[src/rtl/uart_rx_sipo_param_if.sv]
// uart_rx_sipo_param_if: serial line, delivered word, status flags and consumer handshake
interface uart_rx_sipo_param_if #(
    parameter int DATA_BITS = 8
);
    logic                 rx_in;
    logic [DATA_BITS-1:0] data_out;
    logic                 data_valid;
    logic                 data_ready;
    logic                 parity_err;
    logic                 frame_err;
    logic                 overrun;
    logic                 active;
    modport master (
        output rx_in, data_ready,
        input  data_out, data_valid, parity_err, frame_err, overrun, active
    );
    modport slave (
        input  rx_in, data_ready,
        output data_out, data_valid, parity_err, frame_err, overrun, active
    );
endinterface

[src/rtl/uart_rx_sipo_param.sv]
// uart_rx_sipo_param: one-sample-per-bit UART receiver with a single holding register and overrun detection
module uart_rx_sipo_param #(
    parameter int DATA_BITS   = 8,
    parameter int PARITY_MODE = 0,
    parameter int STOP_BITS   = 1
) (
    input logic                 baud_clk,
    input logic                 rst,
    uart_rx_sipo_param_if.slave bus
);
    localparam int CW = $clog2(DATA_BITS);
    localparam logic [CW-1:0] LAST_D = CW'(DATA_BITS - 1);
    localparam logic [CW-1:0] LAST_S = CW'(STOP_BITS - 1);
    localparam logic ODD = (PARITY_MODE == 2);
    if (DATA_BITS < 5 || DATA_BITS > 9 || PARITY_MODE < 0 || PARITY_MODE > 2 ||
        (STOP_BITS != 1 && STOP_BITS != 2)) begin : g_bad_param
        $error("uart_rx_sipo_param: illegal parameter value");
    end
    typedef enum logic [1:0] {IDLE, DATA, PARITY, STOP} state_t;
    state_t               state_q, state_d;
    logic [CW-1:0]        cnt_q, cnt_d;
    logic [DATA_BITS-1:0] shift_q, shift_d;
    logic [DATA_BITS-1:0] dout_q, dout_d;
    logic                 perr_q, perr_d;
    logic                 facc_q, facc_d;
    logic                 valid_q, valid_d;
    logic                 pe_q, pe_d;
    logic                 fe_q, fe_d;
    logic                 ovr_q, ovr_d;
    always_comb begin
        state_d = state_q;
        cnt_d   = cnt_q;
        shift_d = shift_q;
        perr_d  = perr_q;
        facc_d  = facc_q;
        dout_d  = dout_q;
        valid_d = valid_q;
        pe_d    = pe_q;
        fe_d    = fe_q;
        ovr_d   = 1'b0;
        case (state_q)
            IDLE: begin
                state_d = bus.rx_in ? IDLE : DATA;
                cnt_d   = '0;
                facc_d  = 1'b0;
            end
            DATA: begin
                shift_d = {bus.rx_in, shift_q[DATA_BITS-1:1]};
                cnt_d   = (cnt_q == LAST_D) ? '0 : cnt_q + 1'b1;
                if (cnt_q == LAST_D) state_d = (PARITY_MODE != 0) ? PARITY : STOP;
            end
            PARITY: begin
                perr_d  = (^shift_q) ^ bus.rx_in ^ ODD;
                state_d = STOP;
                cnt_d   = '0;
            end
            default: begin
                facc_d = facc_q | ~bus.rx_in;
                cnt_d  = cnt_q + 1'b1;
                if (cnt_q == LAST_S) begin
                    state_d = IDLE;
                    cnt_d   = '0;
                    facc_d  = 1'b0;
                    // A pending word not being consumed on this edge wins; the new frame is dropped
                    if (!valid_q || bus.data_ready) begin
                        dout_d  = shift_q;
                        pe_d    = perr_q;
                        fe_d    = facc_q | ~bus.rx_in;
                        valid_d = 1'b1;
                    end else begin
                        ovr_d = 1'b1;
                    end
                end else if (valid_q && bus.data_ready) begin
                    valid_d = 1'b0;
                end
            end
        endcase
        if (state_q != STOP && valid_q && bus.data_ready) valid_d = 1'b0;
    end
    always_ff @(posedge baud_clk or posedge rst) begin
        if (rst) begin
            state_q <= IDLE;
            cnt_q   <= '0;
            shift_q <= '0;
            dout_q  <= '0;
            perr_q  <= 1'b0;
            facc_q  <= 1'b0;
            valid_q <= 1'b0;
            pe_q    <= 1'b0;
            fe_q    <= 1'b0;
            ovr_q   <= 1'b0;
        end else begin
            state_q <= state_d;
            cnt_q   <= cnt_d;
            shift_q <= shift_d;
            dout_q  <= dout_d;
            perr_q  <= perr_d;
            facc_q  <= facc_d;
            valid_q <= valid_d;
            pe_q    <= pe_d;
            fe_q    <= fe_d;
            ovr_q   <= ovr_d;
        end
    end
    assign bus.data_out   = dout_q;
    assign bus.data_valid = valid_q;
    assign bus.parity_err = pe_q;
    assign bus.frame_err  = fe_q;
    assign bus.overrun    = ovr_q;
    assign bus.active     = (state_q != IDLE);
endmodule

[src/flat_wrapper.sv]
// flat-port wrapper written by rule: the top's interface ports become plain ports
module uart_rx_sipo_param_flat 
#(
    parameter int DATA_BITS   = 8,
    parameter int PARITY_MODE = 0,
    parameter int STOP_BITS   = 1
)
  (baud_clk, rst, bus_rx_in, bus_data_ready, bus_data_out, bus_data_valid, bus_parity_err, bus_frame_err, bus_overrun, bus_active);
  uart_rx_sipo_param_if #(.DATA_BITS(DATA_BITS)) bus_i ();
  input logic baud_clk;
  input logic rst;
  input wire logic [$bits(bus_i.rx_in)-1:0] bus_rx_in;
  input wire logic [$bits(bus_i.data_ready)-1:0] bus_data_ready;
  output wire logic [$bits(bus_i.data_out)-1:0] bus_data_out;
  output wire logic [$bits(bus_i.data_valid)-1:0] bus_data_valid;
  output wire logic [$bits(bus_i.parity_err)-1:0] bus_parity_err;
  output wire logic [$bits(bus_i.frame_err)-1:0] bus_frame_err;
  output wire logic [$bits(bus_i.overrun)-1:0] bus_overrun;
  output wire logic [$bits(bus_i.active)-1:0] bus_active;
  assign bus_i.rx_in = bus_rx_in;
  assign bus_i.data_ready = bus_data_ready;
  assign bus_data_out = bus_i.data_out;
  assign bus_data_valid = bus_i.data_valid;
  assign bus_parity_err = bus_i.parity_err;
  assign bus_frame_err = bus_i.frame_err;
  assign bus_overrun = bus_i.overrun;
  assign bus_active = bus_i.active;
  uart_rx_sipo_param #(.DATA_BITS(DATA_BITS), .PARITY_MODE(PARITY_MODE), .STOP_BITS(STOP_BITS)) u_core (.baud_clk(baud_clk), .rst(rst), .bus(bus_i));
endmodule
[config.mk]
export PLATFORM = sky130hd
export DESIGN_NAME = uart_rx_sipo_param_flat
export DESIGN_NICKNAME = d
export VERILOG_FILES = /design/src/rtl/uart_rx_sipo_param_if.sv /design/src/rtl/uart_rx_sipo_param.sv /design/src/flat_wrapper.sv
export SDC_FILE = /design/constraint.sdc
export NUM_CORES = 1
export LEC_CHECK = 0
export ABC_CLOCK_PERIOD_IN_PS = 1720
export CORE_MARGIN = 2
export CORE_UTILIZATION = 53
export DETAILED_ROUTE_END_ITERATION = 10
export HOLD_SLACK_MARGIN = 0.05
export PLACE_DENSITY = 0.78
export SYNTH_ARGS = -nofsm -noshare
export SYNTH_HDL_FRONTEND = slang
export SYNTH_SLANG_ARGS = --single-unit
[constraint.sdc]
create_clock -name baud_clk -period 1.72 [get_ports baud_clk]
set_input_delay 0.43 -clock baud_clk [delete_from_list [all_inputs] [get_ports baud_clk]]
set_output_delay 0.43 -clock baud_clk [all_outputs]
set_load 0.01 [all_outputs]
==> summary.log, run 1 <==
qor: clock_tree.cts_inserted_buffers 3
qor: clock_tree.cts_root_buffer sky130_fd_sc_hd__clkbuf_4
qor: yosys.synth_top_cell_by_area sky130_fd_sc_hd__dfrtp_1
qor: yosys.post_synth_xor_area_fraction 6.079%
qor: pwr.total_leakage_power 0.8225 nW
qor: setup_path.cp.required 1.29 ns
qor: drt.antenna_left 0
qor: timing.post-route-min-period 1.686 ns
qor: pwr.cellPowerDensity 2083 nW/um^2
qor: setup_path.critPathSlowestCell sky130_fd_sc_hd__clkdlybuf4s50_1
qor: drt.topRoutingLayerUsed met4
qor: global_route.antenna_found_initial 0
qor: layout.multi_input_comb_area 554.3 sq um
qor: layout.nFillCells 154
qor: place.dpl_worst_slack -0.2764 ns
qor: timing.setup_ws 0.03393 ns
qor: setup_path.r2r_setup_slack 0.07 ns
qor: drt.met2RoutedLength 1158 um
qor: layout.postLayoutCellArea 1602 sq um
qor: timing.period_share 98.03%
qor: place.place.detailed.instances 148
qor: clock_tree.post_cts_hold_buffer_count 0
qor: die.die_height 52.27 um
qor: timing.final_setup_skew 0.005505 ns
qor: clock_tree.cts_sinks 27
qor: yosys.synth_fa_ha_area_share 8.105%
qor: die.design.portCount 17
qor: timing.final_max_slew_viol_count 0
qor: global_route.grt-ovfl-total 0
qor: setup_path.r2r_cells 7
qor: global_route.grt_pass1_vias 830
qor: timing.worst-slew-pin-transition 0.3231 ns
qor: clock_tree.clock_insertion_delay_worst_skew 0.33 ns
qor: drt.detailedRoute.firstIterationViolations 15
qor: timing.maxClockFrequency 593.1 MHz
qor: layout.synthToLayoutAreaGrowth 29.69%
qor: setup_path.max_stage_delay 0.54 ns
qor: layout.layout.nets 138
qor: drt.final_wirelength 2190 um
qor: yosys.synthesis.nets 107
qor: yosys.synth-compound-area-share 4.559%
qor: die.x_dimension_of_the_die 52.27 um
qor: pwr.ir_worst_vdd 1.416 mV
qor: drt.viasPerCell 5.235
qor: setup_path.cp_num_buf_inv 1
qor: job.cap_violations 0
qor: timing.final-hold-violation-count 0
qor: setup_path.regToRegStartpoint u_core.state_q[0]
qor: die.initial_core_utilization 55.83%
qor: setup_path.worst-endpoint-arrival 1.26 ns
qor: layout.finalCoreUtilization 72.40%
qor: place.postPlaceCellArea 1504 sq um
qor: timing.setup_viol 0
qor: drt.drtPass1Iterations 4
qor: clock_tree.clkTransAtPathRegs 0.14 ns
qor: global_route.groute.usage.overall 18.60%
qor: place.port_buffers 16
qor: yosys.ys_types 21
qor: yosys.synth_simple_gate_area_share 5.471%
qor: layout.n_antenna_cell 0
qor: layout.final-instance-count-excl-fill 153
qor: worst_hold_path.hp-class input pin to async pin
qor: yosys.yosysWarnings 0
qor: clock_tree.cts_buffer_depth 2
qor: yosys.synth_area 1235 sq um
qor: setup_path.critical_path.max_fanout 2
qor: global_route.largest_net_degree_at_the_start_of_global_routing 28
qor: clock_tree.tritoncts built
qor: place.dpl.hpwl 1641 um
qor: drt.overall_via_count_from_detail_route 801
qor: timing.worst_slew_margin_rel 78.46%
qor: layout.layout.area.seq 675.6 sq um
qor: die.dieArea 2732 sq um
qor: setup_path.crit_chain clkdlybuf4s50_1
qor: setup_path.critical_path.top_delay_family buffers and inverters
qor: yosys.post_synth_main_area_contributors sky130_fd_sc_hd__dfrtp_1, sky130_fd_sc_hd__mux2_2, sky130_fd_sc_hd__ha_1, sky130_fd_sc_hd__xnor2_1, sky130_fd_sc_hd__inv_1
qor: yosys.synth_largest_type_area_fraction 54.71%
qor: setup_path.worst-setup-path-type register to output port
qor: die.fp.coreArea 2212 sq um
qor: die.rows 17
qor: yosys.syn-instance-count 95
qor: yosys.synth_sequential_area_ratio 54.71%
qor: yosys.synthesis.area_per_instance 13.00 sq um
qor: place.gp_routability_congestion 0.7706
qor: layout.layout-drive-gt1-share 35.20%
qor: drt.met1Wirelength 917 um
qor: clock_tree.ctsHtreeMaxLevel 1
qor: drt.post_drt_wl_per_cell 14.31 um
qor: setup_path.start_kind register
qor: setup_path.regToRegEndpoint u_core.bus.data_out[4]
qor: global_route.global_route_wire_length_before_repair 3594 um
qor: pwr.total_power 0.003337 W
qor: drt.met3_wire_length 83 um
qor: yosys.synth_top_family_by_area multiplexers
qor: yosys.ys_ff_latch 27
qor: yosys.yosys-mux-area-fraction 17.63%
qor: status.run_status finished clean
qor: setup_path.endpoint_kind output port
qor: drt.drc_errors 0
-- cell usage in the layout, fill, tap and decap left out, types with 5 or more instances in the layout --
cell and n:
sky130_fd_sc_hd__xnor2_1 5, sky130_fd_sc_hd__mux2_2 18, sky130_fd_sc_hd__dlymetal6s2s_1 8, sky130_fd_sc_hd__inv_1 6
sky130_fd_sc_hd__nor2_1 7, sky130_fd_sc_hd__clkdlybuf4s50_1 7, sky130_fd_sc_hd__dfrtp_1 27, sky130_fd_sc_hd__buf_4 10
sky130_fd_sc_hd__ha_1 5
-- per-stage QoR --
| stage | hold WS (ns) | TNS, ns |
|---|---|---|
| 3_3_place_gp | 0.4465 | -1.262 |
| 6_report | 0.4296 | 0 |
| 5_1_grt | 0.4478 | -0.04532 |
| 2_1_floorplan | 0.4308 | 0 |
| 3_5_place_dp | 0.4650 | -1.260 |
| 4_1_cts | 0.4373 | 0 |
-- power by group --
part / internal (W) / switching [W] / leakage, nW
logic: 0.00112 / 0.000779 / 0.476
registers: 0.000941 / 0.000212 / 0.332
clock network: 0.0000892 / 0.000191 / 0.0139
total: 0.00215 / 0.00118 / 0.822
-- worst max-delay path by stage --
stage / start / endpoint / slack, ns / depth (start not counted)
CTS: u_core.state_q[0] / bus_active / 0.008 / 4
floorplan: u_core.state_q[0] / u_core.bus.data_out[0] / 0.15 / 5
finish: u_core.bus.frame_err / bus_frame_err / 0.03 / 1
global placement: bus_rx_in / u_core.perr_q / -0.20 / 5
global route: u_core.state_q[0] / u_core.bus.data_out[0] / -0.03 / 7
detailed placement: bus_rx_in / u_core.perr_q / -0.28 / 5
-- flip-flops by register name (all words and copies together) (netlist names) --
signal / cells
u_core.bus.overrun: 1
u_core.state_q: 2
u_core.shift_q: 8
u_core.bus.data_valid: 1
u_core.perr_q: 1
u_core.bus.data_out: 8
u_core.bus.parity_err: 1
u_core.facc_q: 1
u_core.cnt_q: 3
u_core.bus.frame_err: 1
-- cell families after synthesis --
kind of cell / after synthesis
xor gates and xnor gates: 7
and+or+nand+nor: 14
AOI/OAI and AO/OA: 9
buffers and inverters: 11
adders and majority gates: 8
DFF: 27
muxes: 19
-- layer usage --
layer  track usage (%)  up-vias
met5                 0        -
met4             7.692        0
met1             22.68      402
met2             32.28       19
li1                  -      377
met3             3.429        3
-- synthesized netlist by cell type (all sizes together) --
library cell	n
a21oi	3
a32oi	1
buf	2
dfrtp	27
ha	8
inv	9
mux2	19
nand2	2
nand2b	2
nand3b	1
nor2	7
nor2b	1
nor3b	1
o211a	1
o21a	1
o21ai	3
xnor2	5
xnor3	1
xor2	1
-- tightest hold or removal path, stage by stage --
cell                              delay, ns
sky130_fd_sc_hd__clkdlybuf4s50_1       0.40
sky130_fd_sc_hd__inv_1                 0.05
sky130_fd_sc_hd__buf_4                 0.31
-- what timing repair did --
item	in CTS	in global routing
endpoints found under the setup margin	1	19
resized for setup	5	19
setup buffers	1	0
gates cloned	0	0
-- layout make-up --
type                    instances  area share [%]
multi-input cells              57           34.61
inverters                       9           2.109
clock buffers                   3           1.406
clock inverters                 1          0.4687
repair buffers                 28           17.03
flip-flops and latches         27           42.19
well taps                      28           2.187
Power figures use the tool's default switching activity.
==> run 2, diff against run 1 <==
--- a/config.mk
+++ b/config.mk
@@ -11,6 +11,7 @@
 export DETAILED_ROUTE_END_ITERATION = 10
 export HOLD_SLACK_MARGIN = 0.05
 export PLACE_DENSITY = 0.78
+export SKIP_CTS_REPAIR_TIMING = 1
 export SYNTH_ARGS = -nofsm -noshare
 export SYNTH_HDL_FRONTEND = slang
 export SYNTH_SLANG_ARGS = --single-unit
==> run 2 against run 1 <==
Clock power rose by 3%. Worst hold slack got worse by 0.0018 ns. Final cell count fell by 0.65%. Sequential cell count unchanged. Setup slack lost 0.0035 ns. Final area fell by 3.3%. Die area is the same. Largest power group unchanged.
==> summary.log, run 2 (same netlist as run 1, synthesis figures left out) <==
qor: timing.final_setup_skew 0.006793 ns
qor: timing.worst_slew_margin_rel 77.48%
qor: timing.worst-slew-pin-transition 0.3377 ns
qor: global_route.global_route_wire_length_before_repair 3574 um
qor: pwr.total_power 0.003233 W
qor: timing.maxClockFrequency 591.9 MHz
qor: pwr.cellPowerDensity 2087 nW/um^2
qor: drt.overall_via_count_from_detail_route 796
qor: global_route.grt_pass1_vias 824
qor: clock_tree.clock_insertion_delay_worst_skew 0.34 ns
qor: setup_path.crit_path_start u_core.bus.frame_err
qor: setup_path.critical_path.top_delay_family buffers and inverters
qor: timing.hold_slack 0.4277 ns
qor: place.gp_routability_congestion 0.7706
qor: drt.drtPass1Iterations 4
qor: layout.layout-drive-gt1-share 29.03%
qor: place.port_buffers 16
qor: setup_path.start_kind register
qor: layout.synthToLayoutAreaGrowth 25.43%
qor: die.initial_core_utilization 55.83%
qor: setup_path.critical_path.max_fanout 2
qor: global_route.largest_net_degree_at_the_start_of_global_routing 28
qor: global_route.groute.usage.overall 18.48%
qor: clock_tree.cts_buffer_depth 2
qor: setup_path.crit_chain clkdlybuf4s50_1
qor: layout.multi_input_comb_area 516.7 sq um
qor: drt.detailedRoute.firstIterationViolations 11
qor: timing.post-route-min-period 1.690 ns
qor: place.dpl_worst_slack -0.2764 ns
qor: pwr.power.switching_fraction 35.77%
qor: pwr.share_clk_of_total_power 8.9%
qor: clock_tree.ctsHtreeMaxLevel 1
qor: layout.layout.nets 137
qor: status.run_status finished clean
qor: pwr.ir_worst_vdd 1.390 mV
qor: die.design.portCount 17
qor: layout.n_antenna_cell 0
qor: clock_tree.tritoncts built
qor: global_route.grt-ovfl-total 0
qor: setup_path.r2r_setup_slack 0.12 ns
qor: worst_hold_path.hp-class input pin to async pin
qor: drt.drc_errors 0
qor: die.die_height 52.27 um
qor: pwr.switching_power 0.001156 W
qor: clock_tree.cts_root_buffer sky130_fd_sc_hd__clkbuf_4
qor: clock_tree.cts_inserted_buffers 3
qor: setup_path.regToRegStartpoint u_core.state_q[0]
qor: drt.post_drt_wl_per_cell 14.80 um
qor: clock_tree.clkTransAtPathRegs 0.15 ns
qor: layout.mostFrequentLayoutCells sky130_fd_sc_hd__dfrtp_1, sky130_fd_sc_hd__mux2_2, sky130_fd_sc_hd__buf_4
qor: layout.nFillCells 161
qor: global_route.antenna_found_initial 0
qor: timing.final_max_slew_viol_count 0
qor: setup_path.r2r_cells 6
qor: setup_path.max_stage_delay 0.54 ns
qor: setup_path.worst-endpoint-arrival 1.26 ns
qor: setup_path.logic_depth_of_the_worst_setup_path_including_buffers 1
qor: setup_path.worst-setup-path-type register to output port
qor: pwr.total_leakage_power 0.8172 nW
qor: timing.period_share 98.23%
qor: timing.setup_ws 0.03040 ns
qor: die.rows 17
qor: die.fp.coreArea 2212 sq um
qor: setup_path.crit_end bus_frame_err
qor: die.x_dimension_of_the_die 52.27 um
qor: pwr.seq_power_share 35.6%
qor: setup_path.cp.required 1.29 ns
qor: pwr.p_comb_share 55.5%
qor: layout.layout.area.seq 675.6 sq um
qor: place.place.detailed.instances 148
qor: setup_path.endpoint_kind output port
qor: setup_path.critPathSlowestCell sky130_fd_sc_hd__clkdlybuf4s50_1
qor: timing.setup_viol 0
qor: job.cap_violations 0
qor: layout.final_common_cell sky130_fd_sc_hd__dfrtp_1
qor: setup_path.regToRegEndpoint u_core.bus.data_out[4]
qor: die.dieArea 2732 sq um
qor: clock_tree.cts_sinks 27
qor: pwr.cell_internal_pwr 0.002076 W
qor: drt.viasPerCell 5.237
qor: drt.final_wirelength 2250 um
qor: setup_path.cp_num_buf_inv 1
qor: drt.antenna_left 0
qor: layout.final-instance-count-excl-fill 152
qor: timing.final-hold-violation-count 0
qor: place.dpl.hpwl 1641 um
[run 2: worst min-delay path by stage]
| stage | from | slack [ns] | cells past startpoint | endpoint |
|---|---|---|---|---|
| final | rst | 0.43 | 3 | u_core.bus.parity_err |
| after global routing | rst | 0.44 | 3 | u_core.bus.parity_err |
| after CTS | rst | 0.44 | 3 | u_core.bus.overrun |
| after detailed placement | u_core.cnt_q[0] | 0.47 | 1 | u_core.cnt_q[0] |
| after global placement | u_core.cnt_q[0] | 0.45 | 1 | u_core.cnt_q[0] |
| after floorplan | u_core.cnt_q[0] | 0.43 | 1 | u_core.cnt_q[0] |
[run 2: routing by layer]
metal  share of wire, %  track usage [%]  wire [um]  vias up
met5                  0                0          0        -
met4                1.6            7.692         36        0
met3                4.0            3.429         89        6
met2                 53            31.86       1184       22
met1                 42            22.68        940      394
li1                   -                -          -      374
[run 2: layout make-up]
class | instances | area share (%)
clock buffers | 3 | 1.454
inverters | 9 | 2.181
clock inverters | 1 | 0.4847
flip-flops and latches | 27 | 43.62
multi-input cells | 57 | 33.36
well taps | 28 | 2.262
repair buffers | 27 | 16.64
[run 2: metrics by stage]
step / instance area [sq um] / utilization, % / TNS (ns)
5_1_grt: 1549 / 70.02 / -0.008881
4_1_cts: 1534 / 69.34 / -0.3257
2_1_floorplan: 1235 / - / 0
6_report: 1549 / 70.02 / 0
3_3_place_gp: 1504 / 67.99 / -1.262
3_5_place_dp: 1504 / 67.99 / -1.260
[run 2: power by group through the flow]
| stage | combinational, W | clock (W) | sequential, W |
|---|---|---|---|
| finish | 0.00179 | 0.000287 | 0.00115 |
| global route | 0.00196 | 0.000322 | 0.00119 |
| CTS | 0.00183 | 0.000291 | 0.00116 |
| detailed placement | 0.00183 | 0 | 0.00117 |
| global placement | 0.00172 | 0 | 0.00114 |
| floorplan | 0.00109 | 0 | 0.00119 |
==> run 3, diff against run 2 <==
--- a/config.mk
+++ b/config.mk
@@ -10,6 +10,7 @@
 export CORE_UTILIZATION = 53
 export DETAILED_ROUTE_END_ITERATION = 10
 export HOLD_SLACK_MARGIN = 0.05
+export MAX_ROUTING_LAYER = met4
 export PLACE_DENSITY = 0.78
 export SKIP_CTS_REPAIR_TIMING = 1
 export SYNTH_ARGS = -nofsm -noshare
==> run 3 against run 2 <==
Clock power about the same. Register-to-register slack about the same. First-iteration DRC count is the same. Global-route usage up 0.49 points. Critical path depth unchanged. Final cell count unchanged. Critical path type unchanged. Largest cell class unchanged. Largest power group unchanged.
==> summary.log, run 3 (same netlist as run 1, synthesis figures left out) <==
qor: place.port_buffers 16
qor: timing.final_setup_skew 0.004397 ns
qor: drt.post_drt_wl_per_cell 14.72 um
qor: drt.overall_via_count_from_detail_route 806
qor: timing.maxClockFrequency 591.7 MHz
qor: setup_path.endpoint_kind output port
qor: pwr.share_clk_of_total_power 8.9%
qor: setup_path.start_kind register
qor: timing.final-hold-violation-count 0
qor: layout.final-instance-count-excl-fill 152
qor: layout.n_antenna_cell 0
qor: setup_path.crit_chain clkdlybuf4s50_1
qor: global_route.grt-ovfl-total 0
qor: clock_tree.ctsHtreeMaxLevel 1
qor: setup_path.worst-endpoint-arrival 1.26 ns
qor: pwr.switching_power 0.001152 W
qor: place.postPlaceCellArea 1504 sq um
qor: place.dpl.hpwl 1641 um
qor: pwr.cellPowerDensity 2084 nW/um^2
qor: die.design.portCount 17
qor: clock_tree.cts_inserted_buffers 3
qor: clock_tree.cts_sinks 27
qor: global_route.grt_pass1_vias 825
qor: timing.final_max_slew_viol_count 0
qor: pwr.p_comb_share 55.5%
qor: setup_path.regToRegStartpoint u_core.state_q[0]
qor: die.die_height 52.27 um
qor: status.run_status finished clean
qor: pwr.power.switching_fraction 35.68%
qor: die.initial_core_utilization 55.83%
qor: setup_path.r2r_cells 6
qor: timing.worst-slew-pin-transition 0.3359 ns
qor: clock_tree.clock_insertion_delay_worst_skew 0.34 ns
qor: clock_tree.tritoncts built
qor: job.cap_violations 0
qor: drt.met1Wirelength 925 um
qor: timing.worst_slew_margin_rel 77.61%
qor: drt.viasPerCell 5.303
qor: timing.post-route-min-period 1.690 ns
qor: layout.layout-drive-gt1-share 29.03%
qor: drt.topRoutingLayerUsed met4
qor: worst_hold_path.hp-class input pin to async pin
qor: pwr.total_leakage_power 0.8172 nW
qor: setup_path.critical_path.max_fanout 2
qor: setup_path.max_stage_delay 0.54 ns
qor: pwr.seq_power_share 35.7%
qor: drt.drtPass1Iterations 4
qor: pwr.cell_internal_pwr 0.002076 W
qor: global_route.groute.usage.overall 18.97%
qor: global_route.antenna_found_initial 0
qor: drt.met2RoutedLength 1194 um
qor: clock_tree.clkTransAtPathRegs 0.15 ns
qor: setup_path.regToRegEndpoint u_core.bus.data_out[4]
qor: layout.synthToLayoutAreaGrowth 25.43%
qor: setup_path.worst-setup-path-type register to output port
qor: die.fp.coreArea 2212 sq um
qor: setup_path.critPathSlowestCell sky130_fd_sc_hd__clkdlybuf4s50_1
qor: die.x_dimension_of_the_die 52.27 um
qor: pwr.total_power 0.003228 W
qor: layout.finalCoreUtilization 70.02%
qor: layout.layout.nets 137
qor: setup_path.cp.required 1.29 ns
qor: place.gp_routability_congestion 0.7809
qor: global_route.global_route_wire_length_before_repair 3567 um
qor: drt.antenna_left 0
qor: drt.met3_wire_length 89 um
qor: setup_path.critical_path.top_delay_family buffers and inverters
qor: clock_tree.cts_buffer_depth 2
qor: timing.period_share 98.26%
qor: pwr.ir_worst_vdd 1.389 mV
qor: layout.final_common_cell sky130_fd_sc_hd__dfrtp_1
qor: clock_tree.cts_root_buffer sky130_fd_sc_hd__clkbuf_4
qor: place.place.detailed.instances 148
qor: layout.postLayoutCellArea 1549 sq um
qor: drt.detailedRoute.firstIterationViolations 11
qor: global_route.largest_net_degree_at_the_start_of_global_routing 28
qor: die.dieArea 2732 sq um
qor: drt.final_wirelength 2238 um
qor: layout.mostFrequentLayoutCells sky130_fd_sc_hd__dfrtp_1, sky130_fd_sc_hd__mux2_2, sky130_fd_sc_hd__buf_4
qor: setup_path.cp_num_buf_inv 1
qor: setup_path.r2r_setup_slack 0.12 ns
qor: die.rows 17
qor: layout.nFillCells 161
qor: drt.drc_errors 0
qor: timing.setup_viol 0
==> run 3: worst max path at each step <==
stage,start,end,slack [ns],cells after the start
6_report,u_core.bus.frame_err,bus_frame_err,0.03,1
5_1_grt,u_core.bus.data_out[2],bus_data_out[2],-0.009,1
4_1_cts,u_core.state_q[0],bus_active,-0.33,4
3_5_place_dp,bus_rx_in,u_core.perr_q,-0.28,5
3_3_place_gp,bus_rx_in,u_core.perr_q,-0.20,5
2_1_floorplan,u_core.state_q[0],u_core.bus.data_out[0],0.15,5
==> run 3: power by group through the flow <==
stage	combinational [W]	clock, W	sequential, W
3_3_place_gp	0.00172	0	0.00114
6_report	0.00179	0.000287	0.00115
4_1_cts	0.00183	0.000291	0.00116
2_1_floorplan	0.00109	0	0.00119
3_5_place_dp	0.00183	0	0.00117
5_1_grt	0.00196	0.000322	0.00119
==> run 3: worst register-to-register path, stage by stage (launching register included) <==
cell and delay (ns):
sky130_fd_sc_hd__dfrtp_1 0.38, sky130_fd_sc_hd__buf_4 0.13, sky130_fd_sc_hd__ha_1 0.18, sky130_fd_sc_hd__nand3b_1 0.11, sky130_fd_sc_hd__nor2b_1 0.17, sky130_fd_sc_hd__buf_4 0.18, sky130_fd_sc_hd__mux2_2 0.35
==> run 3: final cells by class <==
cell class | count | area, sq um | share of cell area (%)
sequential | 27 | 675.6 | 43.62
timing repair buffer | 27 | 257.7 | 16.64
clock buffer | 3 | 22.52 | 1.454
tap | 28 | 35.03 | 2.262
clock inverter | 1 | 7.507 | 0.4847
inverter | 9 | 33.78 | 2.181
multi-input combinational | 57 | 516.7 | 33.36
==> run 3: per-layer routing <==
metal	global-route usage (%)	up-vias
li1	-	374
met1	22.68	406
met2	31.86	22
met3	3.429	4
met4	7.692	0
met5	-	-
==> run 3: per-stage QoR <==
step	TNS, ns	hold WS, ns	setup WS (ns)
floorplan	0	0.4308	0.1466
global placement	-1.262	0.4465	-0.2007
detailed placement	-1.260	0.4650	-0.2764
CTS	-0.3257	0.4373	-0.3257
global route	-0.008835	0.4436	-0.008835
finish	0	0.4288	0.02988
